$ cat config.mk
export PLATFORM = sky130hd
export DESIGN_NAME = fetch_ctrl
export DESIGN_NICKNAME = d
export VERILOG_FILES = /design/src/rtl/fetch_pkg.sv /design/src/rtl/fetch_fifo.sv /design/src/rtl/fetch_ctrl.sv
export SDC_FILE = /design/constraint.sdc
export NUM_CORES = 1
export LEC_CHECK = 0
export BUFFER_PORTS_ARGS = -buffer_cell sky130_fd_sc_hd__buf_2
export CORE_UTILIZATION = 50
export CTS_BUF_LIST = sky130_fd_sc_hd__clkbuf_4 sky130_fd_sc_hd__clkbuf_8
export DETAILED_ROUTE_END_ITERATION = 16
export GPL_TIMING_DRIVEN = 0
export HOLD_SLACK_MARGIN = 0.08
export PLACE_DENSITY = 0.8
export SLEW_MARGIN = 20
export SYNTH_ARGS = -nofsm -noshare
export SYNTH_HDL_FRONTEND = slang
export SYNTH_HIERARCHICAL = 1
export SYNTH_SLANG_ARGS = --single-unit
$ cat constraint.sdc
create_clock -name clk -period 3.4 [get_ports clk]
set_input_delay 0 -clock clk [delete_from_list [all_inputs] [get_ports clk]]
set_output_delay 0 -clock clk [all_outputs]
set_load 0.005 [all_outputs]
$ cat src/rtl/fetch_pkg.sv
// rtl/fetch_pkg.sv - shared widths, NOP encoding and prefetch entry type for the fetch unit.
package fetch_pkg;

  localparam int INST_W = 32;
  localparam int ADDR_W = 32;

  localparam logic [INST_W-1:0] NOP_INST = 32'h00000013;

  typedef struct packed {
    logic [INST_W-1:0] inst;
    logic [ADDR_W-1:0] pc;
    logic              fault;
  } fetch_entry_t;

endpackage

$ cat src/rtl/fetch_fifo.sv
// rtl/fetch_fifo.sv - DEPTH-entry prefetch FIFO; flush wins over enq and deq.
module fetch_fifo
  import fetch_pkg::*;
#(
  parameter int DEPTH = 2
) (
  input  logic         clk,
  input  logic         rst,
  input  logic         enq,
  input  logic         deq,
  input  logic         flush,
  input  fetch_entry_t enq_entry,
  output logic         full,
  output logic         empty,
  output fetch_entry_t head_entry
);

  localparam int PTR_W = $clog2(DEPTH);
  localparam int CNT_W = PTR_W + 1;

  fetch_entry_t     mem_q [DEPTH];
  fetch_entry_t     mem_d [DEPTH];
  logic [PTR_W-1:0] wr_ptr_q, wr_ptr_d;
  logic [PTR_W-1:0] rd_ptr_q, rd_ptr_d;
  logic [CNT_W-1:0] count_q, count_d;
  logic             do_enq, do_deq;

  assign full       = (count_q == CNT_W'(DEPTH));
  assign empty      = (count_q == '0);
  assign head_entry = mem_q[rd_ptr_q];

  // A write into a full FIFO is only legal when the head leaves in the same cycle.
  assign do_enq = enq & (~full | deq);
  assign do_deq = deq & ~empty;

  always_comb begin
    mem_d    = mem_q;
    wr_ptr_d = wr_ptr_q;
    rd_ptr_d = rd_ptr_q;
    count_d  = count_q;
    if (flush) begin
      wr_ptr_d = '0;
      rd_ptr_d = '0;
      count_d  = '0;
    end else begin
      if (do_enq) begin
        mem_d[wr_ptr_q] = enq_entry;
        wr_ptr_d        = wr_ptr_q + PTR_W'(1);
      end
      if (do_deq) begin
        rd_ptr_d = rd_ptr_q + PTR_W'(1);
      end
      count_d = count_q + CNT_W'(do_enq) - CNT_W'(do_deq);
    end
  end

  always_ff @(posedge clk or posedge rst) begin
    if (rst) begin
      for (int i = 0; i < DEPTH; i++) begin
        mem_q[i] <= '0;
      end
      wr_ptr_q <= '0;
      rd_ptr_q <= '0;
      count_q  <= '0;
    end else begin
      mem_q    <= mem_d;
      wr_ptr_q <= wr_ptr_d;
      rd_ptr_q <= rd_ptr_d;
      count_q  <= count_d;
    end
  end

endmodule

$ cat src/rtl/fetch_ctrl.sv
// rtl/fetch_ctrl.sv - PC sequencer feeding the prefetch FIFO from a combinational ROM.
// Define FETCH_FAULT_EN to tag out-of-range and misaligned-redirect fetches as faults.
module fetch_ctrl
  import fetch_pkg::*;
#(
  parameter logic [ADDR_W-1:0] RESET_PC  = 32'h00000000,
  parameter int                DEPTH     = 2,
  parameter int                ROM_WORDS = 64
) (
  input  logic              clk,
  input  logic              rst,
  output logic [ADDR_W-1:0] rom_addr,
  input  logic [INST_W-1:0] rom_data,
  input  logic              redirect_valid,
  input  logic [ADDR_W-1:0] redirect_pc,
  output logic              out_valid,
  input  logic              out_ready,
  output logic [INST_W-1:0] out_inst,
  output logic [ADDR_W-1:0] out_pc,
  output logic              out_fault
);

  logic [ADDR_W-1:0] pc_q, pc_d;
  logic              full, empty;
  logic              enq, deq;
  fetch_entry_t      wr_entry, head_entry;

  assign rom_addr  = pc_q;
  assign out_valid = ~empty;
  assign deq       = out_valid & out_ready;
  assign enq       = ~redirect_valid & (~full | deq);
  assign out_inst  = head_entry.inst;
  assign out_pc    = head_entry.pc;

  always_comb begin
    pc_d = pc_q;
    if (redirect_valid) begin
      pc_d = {redirect_pc[ADDR_W-1:2], 2'b00};
    end else if (enq) begin
      pc_d = pc_q + ADDR_W'(4);
    end
  end

  always_ff @(posedge clk or posedge rst) begin
    if (rst) begin
      pc_q <= RESET_PC;
    end else begin
      pc_q <= pc_d;
    end
  end

`ifdef FETCH_FAULT_EN
  localparam logic [ADDR_W-1:0] ROM_LIMIT = ADDR_W'(ROM_WORDS * 4);

  logic misalign_q, misalign_d;
  logic fault;

  // The misalignment flag marks only the first word fetched after the redirect that caused it.
  always_comb begin
    misalign_d = misalign_q;
    if (redirect_valid) begin
      misalign_d = |redirect_pc[1:0];
    end else if (enq) begin
      misalign_d = 1'b0;
    end
  end

  always_ff @(posedge clk or posedge rst) begin
    if (rst) begin
      misalign_q <= 1'b0;
    end else begin
      misalign_q <= misalign_d;
    end
  end

  assign fault          = (pc_q >= ROM_LIMIT) | misalign_q;
  assign wr_entry.inst  = fault ? NOP_INST : rom_data;
  assign wr_entry.pc    = pc_q;
  assign wr_entry.fault = fault;
  assign out_fault      = head_entry.fault;
`else
  logic unused_bits;

  assign wr_entry.inst  = rom_data;
  assign wr_entry.pc    = pc_q;
  assign wr_entry.fault = 1'b0;
  assign out_fault      = 1'b0;
  assign unused_bits    = ^{redirect_pc[1:0], head_entry.fault, (ROM_WORDS > 0)};
`endif

  fetch_fifo #(
    .DEPTH (DEPTH)
  ) u_fifo (
    .clk        (clk),
    .rst        (rst),
    .enq        (enq),
    .deq        (deq),
    .flush      (redirect_valid),
    .enq_entry  (wr_entry),
    .full       (full),
    .empty      (empty),
    .head_entry (head_entry)
  );

endmodule

==> flow_metrics.tcl <==
set metrics [dict create \
    period_needed_ps 2670 \
    cp_cell_sequence "nor2b_1, clkbuf_1, a2111o_1, clkbuf_1, clkbuf_1, o21ai_0, a31oi_1" \
    htreeDepth 4 \
    ios 166 \
    drv_slew 0 \
    arrival_ps 3030 \
    p_switching_mw 2.27 \
    tightest_slew_ps 694 \
    synth_area_per_cell_sq_um 13.5 \
    track_usage_pct 24.8 \
    cts_buffer_depth 2 \
    final_common_cell "buf_2" \
    fin_cells 1032 \
    r2r_end "rom_addr[13]" \
    clock_latency_ps 440 \
    p_int_mw 5.45 \
    vias_per_cell 5.56 \
    die-area_sq_um 16100 \
    comb_power_share_pct 36.9 \
    endpoint_kind "flip-flop" \
    wl_per_cell_microns 18.5 \
    post_dp_cell_area_sq_um 8950 \
    cts_tree "built" \
    grt_max_degree 36 \
    cts.sinks 162 \
    antenna_found_initial 0 \
    num_rows 45 \
    post-route-util_pct 66.1 \
    cp_num_buf_inv 3 \
    drv_cap 0 \
    worstPathRequired_ps 3760 \
    fmaxAchievable_ghz 0.374 \
    swShare_pct 29.4 \
    die_h_microns 127 \
    drc 0 \
    cp-start-kind "flip-flop" \
    power_leakage_nw 4.49 \
    drt_first_iter_violations 342 \
    cpMaxStageDelayCell "clkbuf_1" \
    grt_pass1_wl_mm 31.0 \
    routabilityCongestion 0.854 \
    final.setup.worst_slack_ps 725 \
    dp_slack_ps 826 \
    mostFrequentLayoutCells "buf_2 (164), dfrtp_1 (162), mux2_2 (143)" \
    routed_wl_mm 19.1 \
    min_period_over_period_pct 78.7 \
    synth_warnings 6 \
    clk_pin_slew_ps 80 \
    drt_first_pass_iters 5 \
    numCtsBuffers 17 \
    setup_violations 0 \
    clockRootBuffer "clkbuf_8" \
    rsz0062_at_grt "no" \
    pwr-share-clk_pct 21.0 \
    antenna_left 0 \
    seq_power_share_pct 42.1 \
    dp_cells 936 \
    crit_path_frequent_cell "clkbuf_1" \
    postCtsSetupBuffers 0 \
    finalSetupTns_ps 0 \
    hold_slack_ps 147 \
    grt_pass1_vias 6067 \
    initial_utilization_pct 51.3 \
    slowest_delay_ps 520 \
    r2r_setup_slack_ps 730 \
    cp_max_fo 10 \
    n_antenna_cell 0 \
    post-route-cell-area_sq_um 10100 \
    hold_path_class "in2async" \
    place_hpwl_mm 12.9 \
    path_class "reg2reg" \
    vias 5738 \
    drive_gt1_share_pct 48.9 \
    vdd_drop_max_mv 0.395 \
    reg2reg_from "u_fifo/count_q[1]" \
    core_sq_um 15200 \
    r2r_cells 7 \
    max_slew_margin_pct 53.7 \
    area_growth_pct 28.8 \
    outcome "complete, no violations" \
    fin_total_pwr_mw 7.72 \
    overflow 0 \
    path_delay_family "buffers and inverters" \
    die_w_microns 127 \
    port_buffers 160 \
    finClkSkew_ps 7.32 \
    power_density_nw_per_um2 768 \
    nets 902 \
    hold_violations 0 \
    synth_cells 578 \
    synth.cell_area_sq_um 7800 \
]
[final cells by class]
class / instances / area, sq um
Inverter: 13 / 52.6
Clock inverter: 10 / 181
Sequential cell: 162 / 4050
Tap cell: 188 / 235
Clock buffer: 22 / 278
Buffer: 40 / 285
Timing Repair Buffer: 228 / 1530
Multi-Input combinational cell: 369 / 3440
Fill cell: 1114 / 5150
[sequential cells by signal, indices dropped and copies added (netlist names)]
name,count
u_fifo/mem_q,128
rom_addr,30
u_fifo/count_q,2
u_fifo/rd_ptr_q,1
u_fifo/wr_ptr_q,1
[worst min-delay path, cell delays in order]
cell	delay, ps
dlygate4sd3_1	530
buf_2	150
clkinvlp_4	340
[per-layer routing]
metal  global-route usage (%)  routed length, microns  up-vias
met3                     5.53                    1130       37
li1                         -                       -     2600
met2                     42.2                    9640      227
met1                     30.6                    7950     2874
met4                     9.80                     392        0
met5                        0                       0        -
[power by group through the flow]
| stage | clock [mW] | combinational [mW] | sequential (mW) |
|---|---|---|---|
| floorplan | 0 | 1.93 | 3.10 |
| global placement | 0 | 2.67 | 3.17 |
| detailed placement | 0 | 2.77 | 3.26 |
| CTS | 1.64 | 2.86 | 3.23 |
| global route | 1.73 | 3.09 | 3.34 |
| finish | 1.62 | 2.85 | 3.25 |
[how the worst max path moves through the flow]
stage / slack [ps] / cells past startpoint / end / start
CTS: 750 / 7 / rom_addr[13] / u_fifo/count_q[1]
global placement: 930 / 8 / rom_addr[23] / u_fifo/count_q[0]
global route: 570 / 7 / rom_addr[13] / u_fifo/count_q[1]
floorplan: 1240 / 12 / u_fifo/count_q[1] / u_fifo/count_q[0]
detailed placement: 830 / 7 / rom_addr[21] / u_fifo/count_q[1]
finish: 730 / 7 / rom_addr[13] / u_fifo/count_q[1]
[timing repair]
item	CTS	global route
hold buffers	64	0
hold endpoints to repair	198	0
resized for setup	0	0
No activity file was read; power rests on OpenSTA's default activity.
